File: config.mk
export PLATFORM = sky130hd
export DESIGN_NAME = pwm_tone_decoder
export DESIGN_NICKNAME = d
export VERILOG_FILES = /design/src/rtl/pwm_tone_decoder.sv
export SDC_FILE = /design/constraint.sdc
export NUM_CORES = 1
export LEC_CHECK = 0
export ABC_AREA = 1
export ABC_CLOCK_PERIOD_IN_PS = 1900
export BUFFER_PORTS_ARGS = -buffer_cell sky130_fd_sc_hd__buf_4
export CAP_MARGIN = 15
export CORE_UTILIZATION = 54
export DETAILED_ROUTE_END_ITERATION = 10
export GPL_TIMING_DRIVEN = 0
export PLACE_DENSITY = 0.87
export SYNTH_ARGS = -nofsm -noshare
export SYNTH_HDL_FRONTEND = slang
export SYNTH_SLANG_ARGS = --single-unit
File: constraint.sdc
create_clock -name clk -period 1.9 [get_ports clk]
set_clock_uncertainty 0.1 [all_clocks]
set_input_delay 0.38 -clock clk [delete_from_list [all_inputs] [get_ports clk]]
set_output_delay 0.38 -clock clk [all_outputs]
set_load 0.01 [all_outputs]
File: src/rtl/pwm_tone_decoder.sv
`default_nettype none
// ============================================================================
//  Module   : pwm_tone_decoder
//  Purpose  : Measures the period and high-time of an asynchronous PWM tone.
//             Every accepted rising-edge-to-rising-edge interval is reported
//             with a one-cycle valid pulse. Intervals that are too short are
//             flagged with a one-cycle glitch pulse. A missing tone is reported
//             as a silent level.
//  Revision : 1.0 - initial release
// ----------------------------------------------------------------------------
//  Parameters
//    BW          counter and output width in bits
//    TIMEOUT     cycles without a rise before the input is declared silent
//                (MIN_PERIOD < TIMEOUT < 2^BW-1)
//    MIN_PERIOD  shortest accepted period in clk cycles
//  Ports
//    clk       in   1   sole clock, rising edge
//    rst_n     in   1   asynchronous active-low reset
//    ena       in   1   decoder enable (the synchronizer runs regardless)
//    pwm_i     in   1   asynchronous PWM tone input
//    period_o  out  BW  last accepted period in clk cycles
//    high_o    out  BW  high-time of that period in clk cycles
//    valid_o   out  1   one-cycle pulse when period_o/high_o update
//    glitch_o  out  1   one-cycle pulse when a period is rejected
//    silent_o  out  1   level, 1 = no tone present
// ============================================================================
module pwm_tone_decoder #(
  parameter int            BW         = 24,
  parameter logic [BW-1:0] TIMEOUT    = 24'd2400000,
  parameter logic [BW-1:0] MIN_PERIOD = 24'd4
) (
  input  logic          clk,
  input  logic          rst_n,
  input  logic          ena,
  input  logic          pwm_i,
  output logic [BW-1:0] period_o,
  output logic [BW-1:0] high_o,
  output logic          valid_o,
  output logic          glitch_o,
  output logic          silent_o
);

  localparam logic [BW-1:0] CNT_MAX = {BW{1'b1}};
  localparam logic [BW-1:0] CNT_ONE = {{(BW-1){1'b0}}, 1'b1};

  typedef enum logic [0:0] {
    IDLE    = 1'b0,
    MEASURE = 1'b1
  } state_t;

  state_t        state;

  // Input conditioning: two-flop synchronizer producing s.
  logic          sync_ff1;
  logic          s;
  // s_d is s delayed by one cycle. rise is registered at the same time, so
  // rise and s_d always describe the same sample of s. The measurement logic
  // uses only this aligned pair.
  logic          s_d;
  logic          rise;

  logic [BW-1:0] per_cnt;
  logic [BW-1:0] hi_cnt;
  logic [BW-1:0] per_next;
  logic [BW-1:0] hi_next;

  // --------------------------------------------------------------------------
  // Synchronizer and edge detector: these run regardless of ena, so a tone is
  // already tracked cleanly when the decoder is re-enabled.
  // --------------------------------------------------------------------------
  always_ff @(posedge clk or negedge rst_n) begin
    if (!rst_n) begin
      sync_ff1 <= 1'b0;
      s        <= 1'b0;
      s_d      <= 1'b0;
      rise     <= 1'b0;
    end else begin
      sync_ff1 <= pwm_i;
      s        <= sync_ff1;
      s_d      <= s;
      rise     <= s & ~s_d;
    end
  end

  // Saturating increments. The counters stick at all-ones and never wrap.
  always_comb begin
    per_next = (per_cnt == CNT_MAX) ? per_cnt : per_cnt + CNT_ONE;
    hi_next  = (hi_cnt  == CNT_MAX) ? hi_cnt  : hi_cnt  + CNT_ONE;
  end

  // --------------------------------------------------------------------------
  // Measurement FSM. The counter value at a rise already includes the rise
  // cycle of the previous period, because a reload sets the counters to 1.
  // As a result, per_cnt is exactly the rise-to-rise distance. The high-time
  // counter likewise includes the high rise cycle.
  // --------------------------------------------------------------------------
  always_ff @(posedge clk or negedge rst_n) begin
    if (!rst_n) begin
      state    <= IDLE;
      per_cnt  <= '0;
      hi_cnt   <= '0;
      period_o <= '0;
      high_o   <= '0;
      valid_o  <= 1'b0;
      glitch_o <= 1'b0;
      silent_o <= 1'b1;
    end else begin
      valid_o  <= 1'b0;
      glitch_o <= 1'b0;
      if (!ena) begin
        // Disabled: the result outputs hold. Measurement restarts from a
        // fresh first rise.
        state   <= IDLE;
        per_cnt <= '0;
        hi_cnt  <= '0;
      end else begin
        case (state)
          IDLE: begin
            // First rise only starts a measurement. It has no reference
            // edge yet, so there is nothing to report.
            if (rise) begin
              per_cnt <= CNT_ONE;
              hi_cnt  <= CNT_ONE;
              state   <= MEASURE;
            end
          end
          MEASURE: begin
            // A rise wins over the timeout in the same cycle.
            if (rise) begin
              if (per_cnt >= MIN_PERIOD) begin
                period_o <= per_cnt;
                high_o   <= hi_cnt;
                valid_o  <= 1'b1;
                silent_o <= 1'b0;
              end else begin
                glitch_o <= 1'b1;
              end
              per_cnt <= CNT_ONE;
              hi_cnt  <= CNT_ONE;
            end else if (per_cnt == TIMEOUT) begin
              state    <= IDLE;
              silent_o <= 1'b1;
              period_o <= '0;
              high_o   <= '0;
              per_cnt  <= '0;
              hi_cnt   <= '0;
            end else begin
              per_cnt <= per_next;
              if (s_d) begin
                hi_cnt <= hi_next;
              end
            end
          end
          default: begin
            state <= IDLE;
          end
        endcase
      end
    end
  end

endmodule
`default_nettype wire

==> results.rst <==
.. list-table::
   :header-rows: 1

   * - Metric
     - Value
   * - Vias in the first global route
     - 5,908
   * - Maximum number of pins on one net before global-route repair
     - 71
   * - Flop and latch count out of synthesis
     - 104
   * - Fin worst setup slack
     - -0.3288 ns
   * - Residual DRC
     - 0
   * - Commonest register cell after synthesis
     - sky130_fd_sc_hd__dfrtp_1
   * - Post-Synthesis Cell Area
     - 5868 um^2
   * - Global-route usage over all layers
     - 34.13%
   * - Unrepaired setup endpoints after global routing
     - true
   * - Filler Cell Count
     - 684
   * - Cells along the critical path
     - nor2_1 > nand2_1 > nor2_1 > nand2_1 > nor2_4 > nand2_2 > nand2_4 > buf_8 > buf_12 > buf_8 > nand3_2 > nand2_1
   * - Clock buffers created by TritonCTS
     - 9
   * - Total via count after detailed routing
     - 6,614
   * - Failing checks
     - setup timing
   * - Die area
     - 11,290 um^2
   * - Slowest-stage cell, CP
     - sky130_fd_sc_hd__dfrtp_1
   * - TritonCTS clock tree
     - yes
   * - Core utilization of the finished layout
     - 76.02%
   * - Most repeated cell in the gate-level netlist after synthesis
     - sky130_fd_sc_hd__nand2_1
   * - Post-synthesis area per instance
     - 7.209 um^2
   * - Slew at the pin with the worst max-slew slack
     - 0.7513 ns
   * - Horizontal extent of the die
     - 106.2 um
   * - Via count normalized by instance count
     - 6.113
   * - Share of post-route cells with drive strength above 1
     - 32.56%
   * - Initial antenna violation count
     - 0
   * - Area fraction in compound gates after synthesis
     - 3.902%
   * - Pwr/cell area
     - 514.0 nW/um^2
   * - Final routed wire length divided by cell count
     - 19.06 um
   * - Pins Over Slew Limit
     - 0
   * - Classification of the worst setup path
     - register to register
   * - Starting density of the core
     - 56.34%
   * - Number of buffers between clock root and the deepest sink
     - 2
   * - Routed Antenna Nets
     - 0
   * - Final estimated routing congestion in global placement
     - 0.9544
   * - Largest family of logic cells by synthesized area
     - simple AND/OR/NAND/NOR gates
   * - IR drop worst, VDD
     - 0.2939 mV
   * - Biggest fanout along the worst timing path
     - 6
   * - Estimated wirelength of the detail-placed design
     - 11,630 um
   * - Synth Area in Adders
     - 0.6397%
   * - Max-slew headroom at the worst pin
     - 49.91%
   * - Depth of the worst hold-timing path
     - 3
   * - First drt pass iteration count
     - 6
   * - Critical Path Source Type
     - register
   * - Dominant cells by area after synthesis
     - sky130_fd_sc_hd__dfrtp_1, sky130_fd_sc_hd__nand2_1, sky130_fd_sc_hd__nand3_1
   * - Ports placed on the boundary
     - 55
   * - Wire length of the first global-routing pass
     - 29,750 um
   * - Later-pin clock latency in the skew report
     - 0.39 ns
   * - IO Port Bufs
     - 54
   * - Total Wirelength
     - 20,630 um
   * - Arrival time worst endpoint
     - 2.45 ns
   * - Achievable clock frequency
     - 448.7 MHz
   * - Setup Viol. Count Final
     - 86
   * - Synth Area in XOR/XNOR
     - 0.8955%
   * - Row Count
     - 37
   * - Leakage power summed over all cells
     - 3.739 nW
   * - Area of the core
     - 10,420 um^2
   * - Area fraction in and, or, nand and nor cells after synthesis
     - 41.83%
   * - Final net count
     - 948
   * - Post-synth cell types
     - 39
   * - Total power draw
     - 4.070 mW
   * - Final hold viol count
     - 0
   * - Ratio of final minimum period to clock period
     - 117.3%
   * - Vert. Die Dim
     - 106.2 um
   * - Run status
     - finished, violations left
   * - TritonCTS Sinks
     - 104
   * - Maximum level of the CTS H-tree
     - 3
   * - CTS root buffer
     - sky130_fd_sc_hd__clkbuf_8
   * - Warnings from Yosys
     - 0
   * - Cells after synthesis
     - 814
   * - Post-synthesis async set-or-reset flop share
     - 100.0%
   * - CP dominant cell by count
     - sky130_fd_sc_hd__nand2_1
   * - Number of nets in the synthesized netlist
     - 821
   * - Violation count after the first detailed-route iteration
     - 1,055
   * - Number of synthesized flops with an enable pin
     - 0
   * - Worst setup EP type
     - register
   * - N_diodes
     - 0
   * - Area share of the largest cell type after synthesis
     - 43.92%
   * - Time the worst path needs with I/O delays and setup
     - 2.229 ns
   * - Multiplexer fraction of the synthesized cell area
     - 0%
   * - Worst hold-check path type
     - primary input to register
   * - Worst Reg2Reg Path Length in Cells
     - 12
   * - Required @ worst endpoint
     - 2.13 ns
   * - Signed area change from the synthesized netlist to the final layout
     - 34.95%
   * - Delay of the slowest cell on the worst path
     - 0.45 ns
   * - Clock Pin Slew Worst Setup and Hold Paths
     - 0.11 ns
   * - Count of maximum capacitance violations
     - 0
   * - Remaining global-route overflow
     - 0
   * - Most instantiated cells after synthesis
     - sky130_fd_sc_hd__nand2_1, sky130_fd_sc_hd__nand3_1, sky130_fd_sc_hd__dfrtp_1, sky130_fd_sc_hd__nor2_1, sky130_fd_sc_hd__inv_1
   * - Portion of the post-synthesis area used by sequential elements
     - 44.37%
   * - Library cell occupying the most area in the post-synthesis netlist
     - sky130_fd_sc_hd__dfrtp_1
==> worst max-delay path: cells and delay by family, from the launching register on <==
family / cells / cell delay [ns]
flops: 1 / 0.45
buf+inv: 3 / 0.40
simple gates: 9 / 1.23
==> stage by stage <==
step           worst slack [ns]  instance area [um^2]  cells  TNS [ns]  hold slack [ns]
4_1_cts                 -0.1368                  7407   1063    -5.102           0.1969
3_5_place_dp            -0.4507                  6476   1005    -30.55           0.2459
5_1_grt                 -0.3890                  7919   1082    -22.02           0.2372
6_report                -0.3288                  7919   1082    -15.58           0.2270
2_1_floorplan          0.002231                  5873    814         0         -0.01559
3_3_place_gp            -0.4265                  6449   1004    -28.98           0.2344
==> where the power goes <==
part | internal, mW | total (mW) | switching (mW)
Clock | 0.512 | 1.33 | 0.818
Combinational | 0.185 | 0.498 | 0.314
Sequential | 2.23 | 2.24 | 0.0145
Total | 2.92 | 4.07 | 1.15
==> sequential cells by signal (all words and copies together) (netlist names) <==
signal	flops
hi_cnt	24
high_o	24
per_cnt	24
period_o	24
glitch_o	1
rise	1
s	1
s_d	1
silent_o	1
state	1
sync_ff1	1
valid_o	1
==> cell usage in the layout (no fill, tap or decap), drive strengths merged <==
cell         count
clkinvlp         2
nand2          258
and2             1
nand3          128
buf            133
or2              1
a21oi           10
o31ai            2
o22ai            1
nand3b           2
o21bai           2
nor2           111
xor2             6
dfstp            1
dlygate4sd3      2
nor4             4
a21o             1
nor3            25
inv             74
nor3b            1
ha               3
dfrtp          103
o21ai           24
clkbuf          24
clkinv           4
nand4           23
==> layout make-up <==
| type | instances | area (um^2) | area share, % |
|---|---|---|---|
| Clock buffer | 11 | 141.4 | 1.785 |
| Timing Repair Buffer | 119 | 1139 | 14.38 |
| Buffer | 29 | 272.8 | 3.444 |
| Multi-Input combinational cell | 603 | 3242 | 40.94 |
| Tap cell | 136 | 170.2 | 2.149 |
| Clock inverter | 5 | 33.78 | 0.4266 |
| Inverter | 75 | 300.3 | 3.792 |
| Sequential cell | 104 | 2620 | 33.09 |
==> metal layers <==
layer  track usage, %  vias to the layer above  routed length [um]
met3            5.579                      115                2510
li1                 -                     2895                   -
met4            17.86                        0                1026
met1            46.76                     3066                7748
met5                0                        -                   0
met2            52.13                      538                9341
==> logic make-up after synthesis <==
group	count (synthesis)
xor gates and xnor gates	6
adders and majority gates	3
buffers and inverters	108
AOI/OAI and AO/OA	40
and+or+nand+nor	553
DFF	104
==> final timing paths <==
kind / from / end / slack (ns)
worst max-delay path: per_cnt[6] / high_o[20] / -0.33
worst min-delay path: ena / hi_cnt[3] / 0.23
worst max register to register: per_cnt[6] / high_o[20] / -0.33
worst min register to register: sync_ff1 / s / 0.27
max in group asynchronous: rst_n / silent_o / 0.57
min in group asynchronous: rst_n / period_o[11] / 0.37
==> what timing repair did <==
action,CTS,global route
setup endpoints to repair,96,96
pin swaps,32,29
buffers inserted,37,17
hold buffers,2,0
hold endpoints to repair,35,0
cloned,6,4
gates resized for setup,113,100
Note: power is estimated with default switching activity, not from simulation.
